## src/rtl/mem_arbiter_pkg.sv

```systemverilog
// rtl/mem_arbiter_pkg.sv - shared types and defaults for the fetch/data memory arbiter
package defs;

  localparam int DEF_BIN_DIG       = 32;
  localparam int DEF_MAX_DM_STREAK = 4;

  typedef enum logic [1:0] {
    IDLE    = 2'd0,
    BUSY_IF = 2'd1,
    BUSY_DM = 2'd2
  } mem_arb_state_t;

endpackage

```

## src/rtl/mem_arbiter.sv

```systemverilog
// rtl/mem_arbiter.sv - single-outstanding arbiter between fetch and data ports onto one memory port
module mem_arbiter
  import defs::*;
#(
  parameter int BIN_DIG       = DEF_BIN_DIG,
  parameter int MAX_DM_STREAK = DEF_MAX_DM_STREAK
) (
  input  logic               CLK,
  input  logic               RST,
  input  logic               if_req,
  input  logic [BIN_DIG-1:0] if_addr,
  output logic               if_gnt,
  output logic               if_rvalid,
  output logic [BIN_DIG-1:0] if_rdata,
  input  logic               dm_req,
  input  logic               dm_we,
  input  logic [3:0]         dm_be,
  input  logic [BIN_DIG-1:0] dm_addr,
  input  logic [BIN_DIG-1:0] dm_wdata,
  output logic               dm_gnt,
  output logic               dm_rvalid,
  output logic [BIN_DIG-1:0] dm_rdata,
  output logic               mem_req,
  output logic               mem_we,
  output logic [3:0]         mem_be,
  output logic [BIN_DIG-1:0] mem_addr,
  output logic [BIN_DIG-1:0] mem_wdata,
  input  logic               mem_ack,
  input  logic [BIN_DIG-1:0] mem_rdata
);

  localparam int SW = $clog2(MAX_DM_STREAK + 1);

  mem_arb_state_t state;
  logic [SW-1:0]  streak;
  logic           idle;
  logic           streak_full;
  logic           dm_win;
  logic           if_win;

  // Data normally wins; a full streak of contested data grants hands one slot to fetch.
  assign idle        = (state == IDLE) && RST;
  assign streak_full = (streak == SW'(MAX_DM_STREAK));
  assign dm_win      = dm_req && !(if_req && streak_full);
  assign if_win      = if_req && !dm_win;
  assign dm_gnt      = idle && dm_win;
  assign if_gnt      = idle && if_win;

  always_ff @(posedge CLK) begin
    if (!RST) begin
      state     <= IDLE;
      streak    <= '0;
      mem_req   <= 1'b0;
      mem_we    <= 1'b0;
      mem_be    <= 4'h0;
      mem_addr  <= '0;
      mem_wdata <= '0;
      if_rvalid <= 1'b0;
      dm_rvalid <= 1'b0;
      if_rdata  <= '0;
      dm_rdata  <= '0;
    end else begin
      if_rvalid <= 1'b0;
      dm_rvalid <= 1'b0;
      unique case (state)
        IDLE: begin
          if (dm_gnt) begin
            state     <= BUSY_DM;
            mem_req   <= 1'b1;
            mem_we    <= dm_we;
            mem_be    <= dm_be;
            mem_addr  <= dm_addr;
            mem_wdata <= dm_wdata;
            if (if_req && !streak_full) begin
              streak <= streak + SW'(1);
            end
          end else if (if_gnt) begin
            state     <= BUSY_IF;
            streak    <= '0;
            mem_req   <= 1'b1;
            mem_we    <= 1'b0;
            mem_be    <= 4'hF;
            mem_addr  <= if_addr;
            mem_wdata <= '0;
          end
        end
        BUSY_IF, BUSY_DM: begin
          // Request fields stay frozen; only the ack releases the port.
          if (mem_ack) begin
            state   <= IDLE;
            mem_req <= 1'b0;
            if (state == BUSY_IF) begin
              if_rvalid <= 1'b1;
              if_rdata  <= mem_rdata;
            end else begin
              dm_rvalid <= 1'b1;
              dm_rdata  <= mem_we ? '0 : mem_rdata;
            end
          end
        end
        default: state <= IDLE;
      endcase
    end
  end

endmodule

```

## config.mk

```make
export PLATFORM = sky130hd
export DESIGN_NAME = mem_arbiter
export DESIGN_NICKNAME = d
export VERILOG_FILES = /design/src/rtl/mem_arbiter_pkg.sv /design/src/rtl/mem_arbiter.sv
export SDC_FILE = /design/constraint.sdc
export NUM_CORES = 1
export LEC_CHECK = 0
export CORE_MARGIN = 2
export CORE_UTILIZATION = 30
export DETAILED_ROUTE_END_ITERATION = 7
export GPL_ROUTABILITY_DRIVEN = 0
export SLEW_MARGIN = 10
export SYNTH_ARGS = -nofsm -noshare
export SYNTH_HDL_FRONTEND = slang
export SYNTH_SLANG_ARGS = --single-unit
export TNS_END_PERCENT = 100
```

## constraint.sdc

```tcl
create_clock -name CLK -period 4 [get_ports CLK]
set_clock_uncertainty 0.15 [all_clocks]
set_input_delay 0.8 -clock CLK [delete_from_list [all_inputs] [get_ports CLK]]
set_output_delay 0.8 -clock CLK [all_outputs]
set_load 0.02 [all_outputs]
```

; After elaboration in Yosys (flattened, before gate mapping)
; Cells that the tools add are included.
[classes]
reduce_logical = 21
n_addsub = 1
n_eq_ne = 6
n_bitwise = 1
mux = 22
[ops]
columns = operator, count
row1 = 32-bit 2-to-1 mux, 5
row2 = 3-bit AND reduction, 5
row3 = 3-bit 2-to-1 mux, 3
row4 = 4-bit 2-to-1 mux, 2
row5 = 1-bit logical AND, 7
row6 = 1-bit 2-to-1 mux, 7
row7 = 2-bit 2-to-1 mux, 3
row8 = 2-bit case mux with 2 select lines, 1
row9 = 2-bit AND reduction, 2
row10 = 2-bit nonzero test, 2
row11 = 3-bit by 1-bit adder with 3-bit output (second input constant), 1
row12 = 3-bit == test (second input constant), 1
row13 = 1-bit zero test, 3
row14 = 3-bit inequality test (second input constant), 1
row15 = 2-bit by 1-bit == test with 1-bit output (second input constant), 1
row16 = 2-bit == test (second input constant), 1
row17 = 2-bit zero test, 1
row18 = 2-bit by 1-bit inequality test with 1-bit output (second input constant), 1
row19 = 2-bit inequality test (second input constant), 1
row20 = 1-bit case mux with 2 select lines, 1
row21 = 2-bit OR reduction, 1
row22 = 1-bit NOT, 1
[totals]
ff_bits = 141
elab_cells = 62
input_bits = 138
out_inout_bits = 138

; Depth between registers and ports, before layout
; Gate-level depths: netlist (run 1).
[depth]
depth_word = 10
depth_mapped = 8
mapped_depth_nobuf = 6

; Worst setup path before layout (run 1)
; OpenSTA, ideal clock, no wires.
[synth_path]
path_kind = input to output
startpoint = input port if_req
endpoint = output port if_gnt
n_path_buf = 3
stages = 5
setup_slack_ps = 1313
arrival_ps = 1737
required_time_ps = 3050
cell_sequence = buf_6 nand3_1 buf_2 buf_2 a21oi_1
[synth_via]
elab_chain_cells = 6
[synth_lines]
columns = element, line_no
row1 = "start, declared", mem_arbiter.sv:10  ; input logic if_req,
row2 = 1-bit logical AND, mem_arbiter.sv:44  ; assign dm_win = dm_req && !(if_req && streak_full);
row3 = 1-bit zero test, mem_arbiter.sv:44
row4 = 1-bit logical AND, mem_arbiter.sv:44
row5 = 1-bit zero test, mem_arbiter.sv:45  ; assign if_win = if_req && !dm_win;
row6 = 1-bit logical AND (*), mem_arbiter.sv:45
row7 = 1-bit logical AND (*), mem_arbiter.sv:47  ; assign if_gnt = idle && if_win;
row8 = "end, declared", mem_arbiter.sv:12  ; output logic if_gnt,
; Every way passes the cells marked *; elsewhere a longest branch is shown, timed or not.

; Final worst setup path (run 1)
; Same ends and word-level chain as after synthesis.

==> results of run 1 <==
[path summary, 6_finish.rpt]
path / from / slack, ps / to
max: if_req / 700 / if_gnt
min: if_rdata[4]$_SDFFE_PN0P_ / 310 / if_rdata[4]$_SDFFE_PN0P_
max reg2reg: state[0]$_SDFFE_PN0P_ / 1890 / mem_wdata[28]$_SDFFE_PN0P_
min reg2reg: if_rdata[4]$_SDFFE_PN0P_ / 310 / if_rdata[4]$_SDFFE_PN0P_
[stage by stage]
| stage | power (mW) | setup WS, ps | util [%] |
|---|---|---|---|
| 6_report | 4.05 | 696 | 48.9 |
| 3_5_place_dp | 2.49 | 671 | 45.7 |
| 2_1_floorplan | 2.03 | 1310 | - |
| 4_1_cts | 4.11 | 650 | 48.9 |
| 5_1_grt | 4.24 | 578 | 48.9 |
| 3_3_place_gp | 2.49 | 689 | 45.7 |
[power by group]
part,total [mW],switching (mW),internal [mW]
logic,0.869,0.443,0.426
clock network,1.60,0.653,0.946
registers,1.58,0.0604,1.52
[worst reg2reg max path, stage by stage, from the launching register on]
cell and delay [ps]:
dfxtp_1 360, inv_1 50, ha_1 320, nand3_2 130, buf_4 600, o211ai_1 220
a21boi_0 200
[final cells by class]
class | instances | area (um2)
clock inverter | 14 | 156
fill | 1801 | 9490
multi-input combinational | 408 | 2500
sequential | 141 | 2820
clock buffer | 18 | 439
tap | 234 | 293
timing repair buffer | 289 | 2860
inverter | 7 | 26.3
[registers in the layout, indices dropped and copies added, names as in the netlist]
register and flops:
mem_wdata 32, dm_rdata 32, state 2, streak 3, mem_addr 32, mem_be 4, mem_we 1, if_rdata 32
mem_req 1, if_rvalid 1, dm_rvalid 1
[cells in the final DEF, fill, tap and decap left out, drive strengths merged, types with 6 or more instances in the layout]
master and n:
o31ai 31, buf 15, a31oi 31, inv 12, a22o 32, o211ai 33
nand2 133, clkdlybuf4s50 274, a21boi 71, nand3 37, clkinv 6, dfxtp 141
clkbuf 18
[logic make-up (layout without fill, tap and decap cells)]
family                   after synthesis  in the layout
buffers and inverters                 72            328
adder cells (fa/ha/maj)                4              4
AO/OA/AOI/OAI                        214            214
flip-flops                           141            141
AND/OR/NAND/NOR                      190            190
[layer usage]
layer  vias to the layer above  part of all wire [%]  routed length, um
li1                       2723                     -                  -
met1                      2592                    45               8510
met2                       176                    46               8720
met3                        26                   6.8               1290
met4                         0                   2.2                424
met5                         -                     0                  0
==> Implementation_results.wiki, run 1 <==
{| class="wikitable"
! Metric !! Value
|-
| Status || finished, final reports clean
|-
| FF+latch count, synth || 141
|-
| Total of buffers placed on input and output ports || 275
|-
| Post-detailed-placement half-perimeter wirelength || 12400 um
|-
| Clock-pin slew on the worst setup and hold paths || 60 ps
|-
| Final setup violating endpoints || 0
|-
| Buffer and inverter count on the worst path || 2
|-
| Ratio of routed vias to standard cells || 4.97
|-
| Master of the slowest instance on the critical path || clkdlybuf4s50_1
|-
| Endpoint kind of the worst setup timing path || output pin
|-
| Drt first-iter violations || 259
|-
| Grt total ovfl || 0
|-
| Highest ir drop seen on vdd || 0.289 mV
|-
| Met2 routing resource usage after global routing || 28.5%
|-
| Share of synthesized cell area in full adder, half adder and majority cells || 0.886%
|-
| Most common library cells after synthesis || dfxtp_1 (141), nand2_1 (132), a21boi_0 (71)
|-
| Count of non-filler cells in the finished layout || 1111
|-
| Data arrival at the endpoint of the critical path || 2350 ps
|-
| Most heavily used metal layer in global routing || met2
|-
| Hold Buf Count CTS || 0
|-
| DRC violation count after routing || 0
|-
| Number of unique standard cell types used by synthesis || 37
|-
| Power density over cell area || 446 nW/um2
|-
| Number of synthesized flops with an enable pin || 0
|-
| I/O pin cnt || 276
|-
| Clock tree root buffer cell || clkbuf_16
|-
| Share of async-settable or async-resettable flops after synthesis || 0%
|-
| Most numerous cell on the critical path || clkdlybuf4s50_1
|-
| Compound-cell area share of the yosys netlist || 28.5%
|-
| Instance count after placement with tap cells included || 1079
|-
| Final worst path period share || 82.6%
|-
| First-pass GRT wire length || 29800 um
|-
| Vias in the first global route || 5298
|-
| Slew headroom || 43.4%
|-
| Length in cells of the worst reg-to-reg path || 6
|-
| Via total after detailed routing || 5517
|-
| CTS H-Tree Depth || 4
|-
| Final wirelength || 18900 um
|-
| Required time worst endpoint || 3050 ps
|-
| Overall track demand over capacity in global routing || 18.8%
|-
| Summed instance area of the synthesized netlist || 5650 um2
|-
| Ratio of cells with drive above 1 in the final layout || 6.04%
|-
| Crit path cell chain || clkdlybuf4s50_1 > nand3_2 > a21oi_1 > clkdlybuf4s50_1
|-
| Width of the die || 141 um
|-
| Max cap viols || 0
|-
| Clk Latency, worst-skew pair || 420 ps
|-
| Placeable Area || 18600 um2
|-
| Cell types occupying the most area after synthesis || dfxtp_1 (50%), a21boi_0 (9.4%), nand2_1 (8.8%)
|-
| Top achievable clock speed || 303 MHz
|-
| Initial DRT Pass Iterations || 4
|-
| Clock tree from TritonCTS || yes
|-
| CP delay by family, top || buffers and inverters
|-
| Largest fanout on the critical path || 9
|-
| CTS sink cnt || 141
|-
| Worst hold margin || 311 ps
|-
| Resized cells post-CTS || 0
|-
| Class of the tightest hold or removal check || flip-flop to flip-flop
|-
| Finished layout cell area || 9090 um2
|-
| Transition time at the pin with the least slew margin || 849 ps
|-
| TritonCTS buffer count || 17
|-
| Met1 routing resource usage after global routing || 25.0%
|-
| Most used flip-flop cell after synthesis || dfxtp_1
|-
| Net count after synthesis || 763
|-
| Sequential share of the synthesized area || 49.9%
|-
| Placed Area || 8490 um2
|-
| Met3 Use GR || 6.14%
|-
| Antenna violations before repair || 0
|-
| Post-synthesis average cell area || 9.10 um2
|-
| Sum of negative setup slack || 0 ps
|-
| Simple-gate share of the synthesized area || 14.6%
|-
| Most common cell in the synthesized netlist || dfxtp_1
|-
| Largest net degree at the start of global routing || 70
|-
| Share of cell area taken by muxes after synthesis || 0%
|-
| Cells after Synth || 621
|-
| Combinational family with the most area after synthesis || compound AO/OA/AOI/OAI gates
|-
| Remaining antenna violation count || 0
|-
| Yosys warnings || 0
|-
| Critical path class || primary input to output pin
|-
| Final routed wire length divided by cell count || 17.1 um
|-
| Minimum clock period || 3300 ps
|-
| RSZ-0062 raised after global routing || false
|-
| Peak per-stage delay on the critical path || 650 ps
|-
| Final-report max-slew violation count || 0
|-
| Leakage power total || 3.18 nW
|-
| Layout area overhead || 60.8%
|-
| Post-synthesis share of cell area spent on xor and xnor gates || 0%
|-
| Critical path startpoint category || primary input
|-
| Area share of the leading cell type in the synthesized netlist || 49.9%
|-
| Number of stages on the worst setup path || 4
|-
| Antenna cells || 0
|-
| Hold-critical path depth || 2
|-
| Post-CTS Setup Inserts || 0
|-
| Library cell with the largest summed area after synthesis || dfxtp_1
|-
| Initial cell density of the core || 30.4%
|-
| Final layout net count || 1006
|-
| Row Count || 50
|-
| Die Ht || 141 um
|-
| Bufs on Longest Clock Path || 2
|-
| Total count of hold-check failures in the final report || 0
|-
| Total die area || 20000 um2
|}
Power figures use the tool's default switching activity.
==> run 2: changes to the inputs <==
Clock period 4 ns to 3.3 ns, I/O delays scaled along.
==> run 2 against run 1 <==
- worst hold slack improved by 2.9 ps
- worst setup slack got worse by 410 ps
- power rose by 19%
- clock power rose by 16%
- critical path depth rose by 2
- largest cell class unchanged
- design area rose by 0.25%
- sequential power rose by 22%
- final cell count rose by 0.27%
- highest routed layer unchanged
- routed wire length rose by 0.64%
- first-iteration DRC count fell by 13%
- utilization rose by 0.12 points
- die area did not move
==> Implementation_results.wiki, run 2 (synthesis gave the netlist of run 1 again) <==
{| class="wikitable"
! Metric !! Value
|-
| Area taken by flip-flops and latches || 2820 um2
|-
| Final layout net count || 1009
|-
| Final worst path period share || 91.2%
|-
| Clock share of power || 38.4%
|-
| Highest ir drop seen on vdd || 0.365 mV
|-
| Total count of hold-check failures in the final report || 0
|-
| Placed Area || 8540 um2
|-
| Post-CTS Setup Inserts || 0
|-
| Via total after detailed routing || 5522
|-
| Minimum clock period || 3010 ps
|-
| Die Ht || 141 um
|-
| Highest-count cells in the layout ignoring fill and taps || clkdlybuf4s50_1 (274), dfxtp_1 (141), nand2_1 (132)
|-
| Drt first-iter violations || 225
|-
| Required time worst endpoint || 2490 ps
|-
| Ratio of cells with drive above 1 in the final layout || 6.36%
|-
| Clock tree root buffer cell || clkbuf_16
|-
| Total die area || 20000 um2
|-
| CTS H-Tree Depth || 4
|-
| Finished layout cell area || 9110 um2
|-
| Overall track demand over capacity in global routing || 18.9%
|-
| Final routed wire length divided by cell count || 17.1 um
|-
| Largest fanout on the critical path || 10
|-
| CTS sink cnt || 141
|-
| Ratio of routed vias to standard cells || 4.96
|-
| Sum of negative setup slack || 0 ps
|-
| Final wirelength || 19100 um
|-
| Switching power share of the total || 29.0%
|-
| Final-report max-slew violation count || 0
|-
| Antenna violations before repair || 0
|-
| Final setup violating endpoints || 0
|-
| Clk Latency, worst-skew pair || 410 ps
|-
| Hold Buf Count CTS || 0
|-
| DRC violation count after routing || 0
|-
| Top achievable clock speed || 332 MHz
|-
| Post-route total power || 4.84 mW
|-
| Total of buffers placed on input and output ports || 275
|-
| Remaining antenna violation count || 0
|-
| RSZ-0062 raised after global routing || false
|-
| Internal power contribution || 3.43 mW
|-
| Layout area overhead || 61.2%
|-
| Critical path class || flip-flop to output pin
|-
| FILL cells || 1769
|-
| Slew headroom || 47.5%
|-
| First-pass GRT wire length || 30200 um
|-
| Width of the die || 141 um
|-
| Leading cell type in the layout, fill and taps excluded || clkdlybuf4s50_1
|-
| Clock tree from TritonCTS || yes
|-
| Data arrival at the endpoint of the critical path || 2200 ps
|-
| Combinational cell fraction of total power || 21.9%
|-
| Initial DRT Pass Iterations || 4
|-
| Initial cell density of the core || 30.4%
|-
| Row Count || 50
|-
| Post-detailed-placement half-perimeter wirelength || 12500 um
|-
| Vias in the first global route || 5437
|-
| TritonCTS buffer count || 17
|-
| Transition time at the pin with the least slew margin || 787 ps
|-
| Area of combinational cells with multiple inputs || 2500 um2
|-
| I/O pin cnt || 276
|-
| Bufs on Longest Clock Path || 2
|-
| Grt total ovfl || 0
|-
| Placeable Area || 18600 um2
|-
| Flop pwr share || 39.7%
|-
| Max cap viols || 0
|-
| Critical path startpoint category || flip-flop
|-
| Antenna cells || 0
|-
| Endpoint kind of the worst setup timing path || output pin
|-
| Largest net degree at the start of global routing || 74
|-
| Status || finished, final reports clean
|-
| Power density over cell area || 531 nW/um2
|-
| Resized cells post-CTS || 0
|-
| Class of the tightest hold or removal check || flip-flop to flip-flop
|-
| Leakage power total || 3.18 nW
|-
| Net load switching power || 1.40 mW
|-
| Clock-pin slew on the worst setup and hold paths || 60 ps
|}
-- run 2: cell types whose count changed in the layout (fill, tap and decap cells not counted) --
| cell | before | now |
|---|---|---|
| clkinvlp_4 | 1 | 4 |
| buf_12 | 0 | 2 |
| clkinv_4 | 4 | 2 |
| buf_4 | 15 | 16 |
| bufinv_16 | 2 | 1 |
-- run 2: per-layer routing --
metal,up-vias,part of all wire [%],global-route usage [%]
met2,163,47,30.1
met3,20,7.2,6.72
met1,2610,44,24.5
li1,2729,-,-
met5,-,0,0
met4,0,1.8,4.58
-- run 2: path summary, 6_finish.rpt --
check / startpoint / to / slack [ps] / cells after the start
hold reg to reg: if_rdata[17]$_SDFFE_PN0P_ / if_rdata[17]$_SDFFE_PN0P_ / 310 / 2
setup / recovery: state[0]$_SDFFE_PN0P_ / dm_gnt / 290 / 6
hold / removal: if_rdata[17]$_SDFFE_PN0P_ / if_rdata[17]$_SDFFE_PN0P_ / 310 / 2
setup reg to reg: state[0]$_SDFFE_PN0P_ / mem_wdata[8]$_SDFFE_PN0P_ / 1210 / 6
-- run 2: final cells by class --
cell class	count	area share, %
Clock inverter	14	1.44
Clock buffer	18	4.82
Tap cell	234	3.21
Timing Repair Buffer	292	31.9
Sequential cell	141	31.0
Inverter	7	0.288
Multi-Input combinational cell	408	27.4
-- run 2: critical path, cell delays in order (launching register included) --
cell and delay [ps]:
dfxtp_1 320, inv_1 60, ha_1 360, and3_1 260, nand2_2 70, inv_2 90
clkdlybuf4s50_1 630
-- run 2: stage by stage --
step | hold WS (ps) | utilization [%] | instances | setup WS [ps]
2_1_floorplan | 306 | - | 621 | 893
3_3_place_gp | 303 | 46.0 | 1082 | 361
3_5_place_dp | 309 | 46.0 | 1082 | 355
4_1_cts | 317 | 49.0 | 1114 | 270
5_1_grt | 333 | 49.0 | 1114 | 106
6_report | 314 | 49.0 | 1114 | 290
-- run 2: power by group through the flow --
stage	Combinational (mW)	Sequential, mW	Clock, mW
2_1_floorplan	0.345	2.12	0
3_3_place_gp	1.07	1.95	0
3_5_place_dp	1.07	1.95	0
4_1_cts	1.07	1.92	1.90
5_1_grt	1.14	1.93	2.00
6_report	1.06	1.92	1.86
==> run 3: changes to the inputs <==
Settings changed: CORE_MARGIN 2 to not set, SKIP_LAST_GASP set to 1.
==> run 3 against run 2 <==
- the run now ends with design-rule violations left
- sequential share of layout area up 0.18 points
- final cell count down 0.81%
- register-to-register slack worse by 160 ps
- clock power about the same
- worst hold slack about the same
- worst setup slack worse by 14 ps
- clock-buffer cell count down 1
- via count up 2.3%
- maximum frequency down 0.45%
- highest routed layer unchanged
==> Implementation_results.wiki, run 3 (synthesis gave the netlist of run 1 again) <==
{| class="wikitable"
! Metric !! Value
|-
| Die Ht || 139 um
|-
| Post-detailed-placement half-perimeter wirelength || 12900 um
|-
| Length in cells of the worst reg-to-reg path || 5
|-
| CTS H-Tree Depth || 4
|-
| Grt total ovfl || 0
|-
| Row Count || 49
|-
| Count of non-filler cells in the finished layout || 1105
|-
| Drt first-iter violations || 262
|-
| Worst min-delay path endpoint || if_rdata[29]$_SDFFE_PN0P_
|-
| Width of the die || 139 um
|-
| Total of buffers placed on input and output ports || 275
|-
| Class of the tightest hold or removal check || flip-flop to flip-flop
|-
| I/O pin cnt || 276
|-
| Total count of hold-check failures in the final report || 0
|-
| Beginning of the worst hold path || if_rdata[29]$_SDFFE_PN0P_
|-
| Remaining antenna violation count || 0
|-
| Instance count after placement with tap cells included || 1073
|-
| Leading cell type in the layout, fill and taps excluded || clkdlybuf4s50_1
|-
| Highest ir drop seen on vdd || 0.360 mV
|-
| Power density over cell area || 532 nW/um2
|-
| First-pass GRT wire length || 30000 um
|-
| Critical path class || flip-flop to output pin
|-
| TritonCTS buffer count || 17
|-
| Data arrival at the endpoint of the critical path || 2210 ps
|-
| Vias in the first global route || 5641
|-
| Initial DRT Pass Iterations || 8
|-
| Final routed wire length divided by cell count || 17.2 um
|-
| Bufs on Longest Clock Path || 2
|-
| RSZ-0062 raised after global routing || false
|-
| Peak per-stage delay on the critical path || 630 ps
|-
| Leakage power total || 3.17 nW
|-
| Post-CTS Setup Inserts || 0
|-
| Ratio of cells with drive above 1 in the final layout || 6.05%
|-
| Worst hold margin || 314 ps
|-
| Final-report max-slew violation count || 0
|-
| Pre-CTS worst setup slack || 365 ps
|-
| CTS sink cnt || 141
|-
| Total die area || 19400 um2
|-
| Largest fanout on the critical path || 10
|-
| Required time worst endpoint || 2490 ps
|-
| Minimum setup slack among reg-to-reg paths || 1050 ps
|-
| Slew headroom || 22.4%
|-
| Final wirelength || 19000 um
|-
| Area of combinational cells with multiple inputs || 2500 um2
|-
| Top achievable clock speed || 331 MHz
|-
| Ratio of routed vias to standard cells || 5.11
|-
| Resized cells post-CTS || 0
|-
| Layout area overhead || 60.3%
|-
| Final core utilization || 49.7%
|-
| Clk Latency, worst-skew pair || 410 ps
|-
| Clock-pin slew on the worst setup and hold paths || 60 ps
|-
| Master of the slowest instance on the critical path || clkdlybuf4s50_1
|-
| Violated checks || design-rule violations
|-
| Status || complete, but fails checks
|-
| Transition time at the pin with the least slew margin || 1160 ps
|-
| Buffer and inverter count on the worst path || 3
|-
| Clock tree root buffer cell || clkbuf_16
|-
| Area taken by flip-flops and latches || 2820 um2
|-
| Via total after detailed routing || 5647
|-
| Final setup violating endpoints || 0
|-
| Post-route setup slack || 277 ps
|-
| Worst flop-to-flop path endpoint || dm_rdata[19]$_SDFFE_PN0P_
|-
| Clock tree from TritonCTS || yes
|-
| Critical R2R Launch || state[0]$_SDFFE_PN0P_
|-
| Critical path startpoint category || flip-flop
|-
| DRC violation count after routing || 16
|-
| Hold-critical path depth || 2
|-
| Initial cell density of the core || 31.0%
|-
| Crit path cell chain || inv_1 > ha_1 > and3_1 > nand2_2 > inv_2 > clkdlybuf4s50_1
|-
| Highest-count cells in the layout ignoring fill and taps || clkdlybuf4s50_1 (274), dfxtp_1 (141), nand2_1 (132)
|-
| Max cap viols || 0
|-
| FILL cells || 1644
|-
| Final layout net count || 1005
|-
| Minimum clock period || 3020 ps
|-
| Largest net degree at the start of global routing || 74
|-
| Overall track demand over capacity in global routing || 19.5%
|-
| Hold Buf Count CTS || 0
|-
| CP delay by family, top || buffers and inverters
|-
| Sum of negative setup slack || 0 ps
|-
| Antenna cells || 0
|-
| Placeable Area || 18200 um2
|-
| Antenna violations before repair || 1
|-
| Endpoint kind of the worst setup timing path || output pin
|-
| Final worst path period share || 91.6%
|}
run 3: final cells by class:
type                            instances  share of cell area, %
Timing Repair Buffer                  288                   31.6
Sequential cell                       141                   31.2
Multi-Input combinational cell        408                   27.6
Clock buffer                           17                   4.70
Tap cell                              229                   3.16
Clock inverter                         15                   1.51
Inverter                                7                  0.290
run 3: worst max-delay path by stage:
stage                           from     end  slack, ps  cells past startpoint
2_1_floorplan                 if_req  if_gnt        890                      5
3_3_place_gp                  if_req  if_gnt        360                      4
3_5_place_dp                  dm_req  dm_gnt        360                      5
4_1_cts        state[1]$_SDFFE_PN0P_  dm_gnt        240                      6
5_1_grt        state[0]$_SDFFE_PN0P_  dm_gnt        140                      6
6_report       state[1]$_SDFFE_PN0P_  dm_gnt        280                      6
run 3: metal layers:
layer | global-route usage [%] | wire [um]
met5 | 0 | 0
met4 | 6.43 | 384
met3 | 6.81 | 1440
met2 | 33.0 | 9250
met1 | 22.8 | 7900
run 3: worst reg2reg max path: stages, from the launching register on:
cell	delay, ps
dfxtp_1	360
inv_1	50
ha_1	340
nand2_1	100
o21a_1	890
a22o_1	310
run 3: report_power, final:
| part | switching, mW | total (mW) | internal, mW |
|---|---|---|---|
| clock network | 0.848 | 1.85 | 1.00 |
| registers | 0.0763 | 1.92 | 1.84 |
| logic | 0.536 | 1.05 | 0.518 |
| total | 1.46 | 4.82 | 3.36 |
run 3: metrics by stage:
stage	instance area [um2]	total power, mW
2_1_floorplan	5650	2.46
3_3_place_gp	8500	3.00
3_5_place_dp	8500	3.02
4_1_cts	9060	4.89
5_1_grt	9060	5.05
6_report	9060	4.82
